===== src/rtl/chrow_loader_pkg.sv =====
// Text-mode geometry and loader state encoding shared by the chrowbuf writer
// and the character renderer.
`timescale 1ns/1ps
package chrow_loader_pkg;

  localparam int COLS      = 100;  // character cells per text row
  localparam int ROWS      = 38;   // text rows per frame
  localparam int VADDR_W   = 13;   // text memory word address width
  localparam int BANK_SIZE = 128;  // chrowbuf entries per bank
  localparam int CHAR_W    = 8;
  localparam int CHAR_H    = 16;

  localparam int ROW_W  = 6;
  localparam int CELL_W = 16;
  localparam int COL_W  = $clog2(BANK_SIZE);
  localparam int WADDR_W = COL_W + 1;

  // Cell layout: attribute in the high byte, character code in the low byte.
  localparam int ATTR_MSB = 15;
  localparam int ATTR_LSB = 8;
  localparam int CODE_MSB = 7;
  localparam int CODE_LSB = 0;

  typedef enum logic [1:0] {
    ST_IDLE = 2'd0,
    ST_REQ  = 2'd1,
    ST_WR   = 2'd2,
    ST_FIN  = 2'd3
  } state_t;

  // First text memory word of a row; wraps modulo the address space.
  function automatic logic [VADDR_W-1:0] row_base(input logic [ROW_W-1:0] r);
    return VADDR_W'(r) * VADDR_W'(COLS);
  endfunction

endpackage


===== src/rtl/chrow_loader_if.sv =====
// Control, text memory and chrowbuf write signals of the row loader.
`timescale 1ns/1ps
interface chrow_loader_if;
  import chrow_loader_pkg::*;

  // start: one-cycle pulse, taken only when the loader is idle, otherwise
  //   answered by an overrun pulse one cycle later.
  // vram: vram_req and vram_addr stay stable until vram_ack; vram_data is
  //   valid in the ack cycle; an ack while vram_req is low is ignored.
  // chrowbuf: chrowbuf_wr is an active-low one-cycle write strobe.
  logic                 start;
  logic [ROW_W-1:0]     row;
  logic                 busy;
  logic                 done;
  logic                 overrun;
  logic                 vram_req;
  logic [VADDR_W-1:0]   vram_addr;
  logic                 vram_ack;
  logic [CELL_W-1:0]    vram_data;
  logic                 chrowbuf_wr;
  logic [WADDR_W-1:0]   chrowbuf_wr_addr;
  logic [CELL_W-1:0]    chrowbuf_wr_data;

  modport master (
    input  start, row, vram_ack, vram_data,
    output busy, done, overrun, vram_req, vram_addr,
           chrowbuf_wr, chrowbuf_wr_addr, chrowbuf_wr_data
  );

  modport slave (
    output start, row, vram_ack, vram_data,
    input  busy, done, overrun, vram_req, vram_addr,
           chrowbuf_wr, chrowbuf_wr_addr, chrowbuf_wr_data
  );

endinterface


===== src/rtl/chrow_loader.sv =====
// Fetches one text row of attribute/code cells from text memory and writes
// them into the chrowbuf bank selected by the row's parity.
`timescale 1ns/1ps
module chrow_loader
  import chrow_loader_pkg::*;
(
  input  logic           clk,
  input  logic           rst,
  chrow_loader_if.master bus,
  output state_t         dbg_state
);

  localparam logic [COL_W-1:0] LAST_COL  = COL_W'(COLS - 1);
  localparam logic [ROW_W-1:0] ROW_LIMIT = ROW_W'(ROWS);

  state_t             state;
  state_t             state_n;
  logic               accept;
  logic               reject;
  logic [VADDR_W-1:0] base;
  logic [COL_W-1:0]   col;
  logic               bank;

  always_ff @(posedge clk or posedge rst) begin
    if (rst) state <= ST_IDLE;
    else     state <= state_n;
  end

  always_comb begin
    state_n = state;
    accept  = 1'b0;
    reject  = 1'b0;
    case (state)
      ST_IDLE: begin
        if (bus.start) begin
          if (bus.row < ROW_LIMIT) begin
            accept  = 1'b1;
            state_n = ST_REQ;
          end else begin
            reject = 1'b1;
          end
        end
      end
      ST_REQ: begin
        reject = bus.start;
        if (bus.vram_ack && bus.vram_req) state_n = ST_WR;
      end
      ST_WR: begin
        reject  = bus.start;
        state_n = (col == LAST_COL) ? ST_FIN : ST_REQ;
      end
      ST_FIN: begin
        reject  = bus.start;
        state_n = ST_IDLE;
      end
      default: state_n = ST_IDLE;
    endcase
  end

  // Every output is a flop loaded from the next state, so the request and
  // write strobe line up with the REQ and WR cycles they belong to.
  always_ff @(posedge clk or posedge rst) begin
    if (rst) begin
      base                 <= '0;
      col                  <= '0;
      bank                 <= 1'b0;
      bus.busy             <= 1'b0;
      bus.done             <= 1'b0;
      bus.overrun          <= 1'b0;
      bus.vram_req         <= 1'b0;
      bus.vram_addr        <= '0;
      bus.chrowbuf_wr      <= 1'b1;
      bus.chrowbuf_wr_addr <= '0;
      bus.chrowbuf_wr_data <= '0;
    end else begin
      bus.done        <= (state == ST_FIN);
      bus.overrun     <= reject;
      bus.vram_req    <= (state_n == ST_REQ);
      bus.chrowbuf_wr <= (state_n != ST_WR);

      if (accept) begin
        base          <= row_base(bus.row);
        col           <= '0;
        bank          <= bus.row[0];
        bus.vram_addr <= row_base(bus.row);
        bus.busy      <= 1'b1;
      end

      if (state == ST_REQ && state_n == ST_WR) begin
        bus.chrowbuf_wr_addr <= {bank, col};
        bus.chrowbuf_wr_data <= bus.vram_data;
      end

      if (state == ST_WR && state_n == ST_REQ) begin
        col           <= col + COL_W'(1);
        bus.vram_addr <= base + VADDR_W'(col) + VADDR_W'(1);
      end

      // busy and done swap in the cycle after FIN retires.
      if (state == ST_FIN) bus.busy <= 1'b0;
    end
  end

  assign dbg_state = state;

endmodule


===== src/flat_wrapper.sv =====
// flat-port wrapper written by rule: the top's interface ports become plain ports
module chrow_loader_flat import chrow_loader_pkg::*;
  (clk, rst, dbg_state, bus_start, bus_row, bus_vram_ack, bus_vram_data, bus_busy, bus_done, bus_overrun, bus_vram_req, bus_vram_addr, bus_chrowbuf_wr, bus_chrowbuf_wr_addr, bus_chrowbuf_wr_data);
  chrow_loader_if bus_i ();
  input  logic clk;
  input  logic rst;
  output state_t dbg_state;
  input wire logic [$bits(bus_i.start)-1:0] bus_start;
  input wire logic [$bits(bus_i.row)-1:0] bus_row;
  input wire logic [$bits(bus_i.vram_ack)-1:0] bus_vram_ack;
  input wire logic [$bits(bus_i.vram_data)-1:0] bus_vram_data;
  output wire logic [$bits(bus_i.busy)-1:0] bus_busy;
  output wire logic [$bits(bus_i.done)-1:0] bus_done;
  output wire logic [$bits(bus_i.overrun)-1:0] bus_overrun;
  output wire logic [$bits(bus_i.vram_req)-1:0] bus_vram_req;
  output wire logic [$bits(bus_i.vram_addr)-1:0] bus_vram_addr;
  output wire logic [$bits(bus_i.chrowbuf_wr)-1:0] bus_chrowbuf_wr;
  output wire logic [$bits(bus_i.chrowbuf_wr_addr)-1:0] bus_chrowbuf_wr_addr;
  output wire logic [$bits(bus_i.chrowbuf_wr_data)-1:0] bus_chrowbuf_wr_data;
  assign bus_i.start = bus_start;
  assign bus_i.row = bus_row;
  assign bus_i.vram_ack = bus_vram_ack;
  assign bus_i.vram_data = bus_vram_data;
  assign bus_busy = bus_i.busy;
  assign bus_done = bus_i.done;
  assign bus_overrun = bus_i.overrun;
  assign bus_vram_req = bus_i.vram_req;
  assign bus_vram_addr = bus_i.vram_addr;
  assign bus_chrowbuf_wr = bus_i.chrowbuf_wr;
  assign bus_chrowbuf_wr_addr = bus_i.chrowbuf_wr_addr;
  assign bus_chrowbuf_wr_data = bus_i.chrowbuf_wr_data;
  chrow_loader u_core (.clk(clk), .rst(rst), .bus(bus_i), .dbg_state(dbg_state));
endmodule

===== config.mk =====
export PLATFORM = sky130hd
export DESIGN_NAME = chrow_loader_flat
export DESIGN_NICKNAME = d
export VERILOG_FILES = /design/src/rtl/chrow_loader_pkg.sv /design/src/rtl/chrow_loader_if.sv /design/src/rtl/chrow_loader.sv /design/src/flat_wrapper.sv
export SDC_FILE = /design/constraint.sdc
export NUM_CORES = 1
export LEC_CHECK = 0
export CORE_MARGIN = 5
export CORE_UTILIZATION = 40
export CTS_CLUSTER_DIAMETER = 120
export DETAILED_ROUTE_END_ITERATION = 8
export PLACE_DENSITY = 0.65
export SYNTH_ARGS = -nofsm -noshare
export SYNTH_HDL_FRONTEND = slang
export SYNTH_SLANG_ARGS = --single-unit

===== constraint.sdc =====
create_clock -name clk -period 2.3 [get_ports clk]
set_input_delay 0.23 -clock clk [delete_from_list [all_inputs] [get_ports clk]]
set_output_delay 0.23 -clock clk [all_outputs]
set_load 0.01 [all_outputs]

Yosys cells after proc, flatten, opt, wreduce, memory -nomap -nowiden
Index checks and enable logic that the tools add are counted.
{"block": "word_totals", "out_inout_bits": 44, "register_bits": 63, "word_cells": 48, "input_bits": 26}
{"block": "classes", "multipliers": 1, "magnitude_cmp": 1, "muxes": 17, "reduce_logical": 7, "add_sub_neg": 3, "eq_ne": 7}
{"operator": "two-way mux 13 bit", "count": 2}
{"operator": "two-way mux 7 bit", "count": 2}
{"operator": "adder 13 x 1 -> 13 bit (second input constant)", "count": 1}
{"operator": "adder 13 x 7 -> 13 bit", "count": 1}
{"operator": "multiplier 6 x 5 -> 11 bit (second input constant)", "count": 1}
{"operator": "two-way mux 2 bit", "count": 4}
{"operator": "case mux 2 bit (4 select lines)", "count": 1}
{"operator": "adder 7 x 1 -> 7 bit (second input constant)", "count": 1}
{"operator": "== test 7 bit (second input constant)", "count": 1}
{"operator": "two-way mux 1 bit", "count": 7}
{"operator": "== test 2 bit (second input constant)", "count": 3}
{"operator": "< comparator 6 bit (second input constant)", "count": 1}
{"operator": "== test 2 x 1 -> 1 bit (second input constant)", "count": 2}
{"operator": "nonzero test 2 bit", "count": 2}
{"operator": "logical AND 1 bit", "count": 3}
{"operator": "OR reduction 3 bit", "count": 1}
{"operator": "logical NOT 2 bit", "count": 1}
{"operator": "!= test 2 bit (second input constant)", "count": 1}
{"operator": "case mux 1 bit (2 select lines)", "count": 1}

Logic depth before layout (Yosys ltp)
{"block": "logic_depth", "ltp_word": 7, "depth_mapped": 11, "ltp_nobuf": 11}

Worst setup path after synthesis
No wires, ideal clock.
{"block": "synth_path", "kind": "input -> register", "startpoint": "input port bus_row[3]", "endpoint": "register u_core.bus.vram_addr[12]", "setup_ps": 138, "required_time_ps": 2162, "path_stages": 11, "arrival_ps": 2227, "slack_ps": -66, "n_path_buf": 0, "cell_sequence": "inv_1 > ha_1 > inv_1 > ha_1 > ha_1 > ha_1 > nor2b_1 > o31a_1 > o22ai_1 > xnor2_1 > o221ai_1"}
{"block": "synth_between", "elab_chain_cells": 7, "elab_cells_between_ends": 13, "classes_between": "mul: 1; order compare: 1; eq/ne: 1; mux: 8; reduce/logical: 2"}
{"item": "start, declared", "line_no": "flat_wrapper.sv:9", "text": "input wire logic [$bits(bus_i.row)-1:0] bus_row;"}
{"item": "branches (longest 7 deep; another with multiplier 6 x 5 -> 11 bit)"}
{"item": "end signal, assigned", "line_no": "chrow_loader.sv:85", "text": "bus.vram_addr <= row_base(bus.row);"}
{"item": "end signal, assigned", "line_no": "chrow_loader.sv:96", "text": "bus.vram_addr <= base + VADDR_W'(col) + VADDR_W'(1);"}
{"item": "end, declared", "line_no": "chrow_loader_if.sv:26", "text": "output busy, done, overrun, vram_req, vram_addr,"}
Parallel ways; which one is timed is not known. The select of a mux whose other input is x is not followed.
A chain may end at the register's enable or synchronous reset.

Final worst setup path
{"block": "layout_path", "startpoint": "input port bus_row[4]", "endpoint": "register u_core.bus.vram_addr[12]"}
The elaborated chain is that of the path after synthesis.

==> run summary <==
The flow ran to the end, and the final reports show no timing, DRC or antenna violations. In this run the tightest slew margin relative to its limit is 58.4%. The run gives 2530 as the total via count in the routed design. Row generation in the floorplan step produced 32 rows. The final net count was 446; the flop and latch count out of synthesis was 60. Counting the buffers created by CTS gives 9. The count of final max-slew check failures came out at 0.

The most instantiated flip-flop cell in the synthesis netlist was sky130_fd_sc_hd__dfrtp_1. Of all nets on the critical path, the largest fanout is 4. The initial standard-cell utilization of the core was 41.5%; the number of H-tree levels was 3. The clock drives 60 sinks. Synthesis produced a netlist with a net count of 352. Data arrives at the worst endpoint at 2.41 ns. Reported leakage power: 2.07 nW. Prior to clock tree synthesis, the placed netlist has a worst setup slack of -0.729 ns. Leaving out fill and tap cells, the most frequent cell in the layout is sky130_fd_sc_hd__clkdlybuf4s50_1. The height of the die is 100 um, and the clock period minus final worst setup slack is 2.22 ns. The run gives 0 as the warning count from the yosys run. The detailed router finished its first iteration with 92 violations.

The fmax was 451 MHz; the count of mapped cells out of synthesis was 295. For this run, the detailed router's first-pass iteration total came to 4. The clock skew after layout came out at 0.00835 ns. The transition time at the pin with the least slew margin came out at 0.624 ns. Number of design rule violations left after detail routing: 0. The run gives 2.50 ns as the required time at the worst-slack endpoint.

The tree is rooted in a sky130_fd_sc_hd__clkbuf_8. The count of flip-flops with a built-in enable after synthesis works out to 0. For this run, the total global-route usage over all layers was measured as 15.3%.

The via density per instance was 5.10. By startpoint and endpoint, the worst setup path is classified as in2reg. TritonCTS built the clock tree.

For the count of final setup violators, the log shows 0. The worst setup path is captured at a flip-flop. The floorplan die width is 100 um, and the count of non-filler cells in the finished layout is 496. The initial antenna violation count came out at 0. After global routing the overflow that remains totals 0.

Counting distinct cell types in the post-synthesis netlist gives 48. Averaged over all synthesized cells, the footprint is 11.0 sq um. The logs give 0.799 for the last weighted congestion value of the routability-driven placer and 0.34 ns for the clock latency at the later pin of the worst-skew pair. In this run, placement finished with an instance count of 478. After legalization and detailed placement, the total HPWL measured 5520 um. Cells with a size suffix above 1 make up 25.4% of the layout. The maximum number of pins on one net before global-route repair came out at 26. The critical path startpoint category was an input pin.

After clock tree synthesis, the clock-pin slew on the worst setup and hold paths is 0.06 ns. In the layout the commonest cells are sky130_fd_sc_hd__clkdlybuf4s50_1 (63), sky130_fd_sc_hd__dfrtp_1 (59), sky130_fd_sc_hd__nand2_1 (32). The average routed wire per standard cell was 14.8 um; the area of the core was 7810 sq um. Port buffering added 69 buffers. The number of top-level pins is 70. The worst path uses 96.4% of the clock period. Counting along the longest clock path gives a buffer depth of 2. Power spread over the standard cell area amounts to 1030 nW/um^2. The mapped netlist covers 3240 sq um. After synthesis, the share of flip-flops with an asynchronous set or reset is 100%. The number of nets with antenna violations after detailed routing was 0; the sequential element share of the synthesized area was 46.3%.

The worst IR drop on VDD is 433 uV, and the layout overhead on the synthesized area is 40.9%. After filler insertion, the fill cell instance count of the layout stands at 690. The tool flagged a number of max-cap violations equal to 0. The worst path meets setup with 0.0818 ns of slack. Summed over all layers, the routed wires come to 7360 um. The number of antenna cells inserted was 0; the first-pass GRT wire length was 12300 um.

The total count of hold-check failures in the final report was 0. The die covers 10000 sq um. The tools report the via count of the first global-routing pass as 2594. The tightest min-delay check is of the in2reg type.
-- path summary, 6_finish.rpt --
kind / from / to / slack (ns) / cells past startpoint
min in group asynchronous: rst / u_core.bus.chrowbuf_wr_data[10] / 0.25 / 2
min: bus_row[2] / u_core.base[4] / 0.23 / 3
max reg2reg: u_core.bus.vram_addr[0] / u_core.col[6] / 0.36 / 6
max in group asynchronous: rst / u_core.bus.vram_addr[12] / 1.39 / 3
min reg2reg: u_core.base[3] / u_core.base[3] / 0.49 / 2
max: bus_row[4] / u_core.bus.vram_addr[12] / 0.08 / 10
-- cells by family (layout without fill, tap and decap cells) --
group	count (synthesis)	count (layout)	synth area share (%)
buf+inv	21	120	3.24
flops	60	60	46.3
simple gates	76	76	11.4
compound gates	67	67	14.0
xor+xnor	14	14	3.78
mux	26	26	8.99
fa+ha+maj	31	31	12.2
-- what timing repair did --
item | CTS | global route
gates resized for setup | 21 | 14
hold buffers | 0 | 0
cloned | 0 | 0
setup endpoints to repair | 11 | 5
pin swaps | 11 | 4
buffers inserted | 2 | 0
-- sequential cells by signal (all words and copies together) (netlist names) --
| register | flops |
|---|---|
| u_core.bus.chrowbuf_wr_data | 16 |
| u_core.bus.vram_addr | 13 |
| u_core.base | 11 |
| u_core.bus.chrowbuf_wr_addr | 8 |
| u_core.col | 5 |
| u_core.dbg_state | 2 |
| u_core.bus.busy | 1 |
| u_core.bus.chrowbuf_wr | 1 |
| u_core.bus.done | 1 |
| u_core.bus.overrun | 1 |
| u_core.bus.vram_req | 1 |
-- final cells by class --
cell class / instances / area [sq um] / area share (%)
inverters: 10 / 37.5 / 0.822
clock inverters: 4 / 25.0 / 0.548
flip-flops and latches: 60 / 1500 / 32.9
clock buffers: 12 / 155 / 3.40
well taps: 102 / 128 / 2.79
multi-input cells: 214 / 1860 / 40.6
repair buffers: 94 / 863 / 18.9
-- critical path, stage by stage --
cell and delay (ns):
sky130_fd_sc_hd__dlygate4sd2_1 0.27, sky130_fd_sc_hd__ha_1 0.29, sky130_fd_sc_hd__ha_1 0.34, sky130_fd_sc_hd__ha_4 0.26
sky130_fd_sc_hd__ha_4 0.28, sky130_fd_sc_hd__o21a_1 0.11, sky130_fd_sc_hd__o31a_1 0.19, sky130_fd_sc_hd__o22ai_2 0.08
sky130_fd_sc_hd__xnor2_1 0.21, sky130_fd_sc_hd__o221ai_1 0.14
-- cells in the mapped netlist (all sizes together), types with 3 or more instances --
master	count	area share, %
a211oi	8	1.9
a21o	6	1.4
a21oi	14	2.2
a31oi	3	0.58
and2	6	1.2
and3	4	0.77
buf	9	1.8
dfrtp	59	46
ha	30	12
inv	10	1.2
mux2	25	8.7
nand2	33	3.9
nand2b	3	0.81
nand3	6	0.93
nor2	13	1.5
nor3	3	0.46
o21ai	16	2.5
xnor2	8	2.2
xor2	6	1.6
-- where the power goes --
| part | total, mW | switching (mW) | internal (mW) |
|---|---|---|---|
| clock | 0.850 | 0.404 | 0.446 |
| sequential | 1.74 | 0.266 | 1.48 |
| combinational | 2.12 | 0.895 | 1.22 |
| total | 4.71 | 1.56 | 3.15 |
-- per-stage QoR --
stage | cell area, sq um | power, mW | hold WS [ns] | utilization (%) | setup TNS [ns]
2_1_floorplan | 3280 | 2.83 | 0.354 | - | -0.00375
5_1_grt | 4570 | 5.05 | 0.229 | 58.5 | -0.00919
4_1_cts | 4530 | 4.75 | 0.251 | 58.0 | 0
6_report | 4570 | 4.71 | 0.230 | 58.5 | 0
3_3_place_gp | 4200 | 3.78 | 0.479 | 53.8 | -6.25
3_5_place_dp | 4200 | 3.82 | 0.481 | 53.8 | -6.75
-- per-layer routing --
metal / wire length [um] / GRT usage, %
met1: 3290 / 19.3
met3: 468 / 5.28
met5: 0 / 0
met4: 80 / 4.04
met2: 3520 / 25.1
Note: power is estimated with default switching activity, not from simulation.
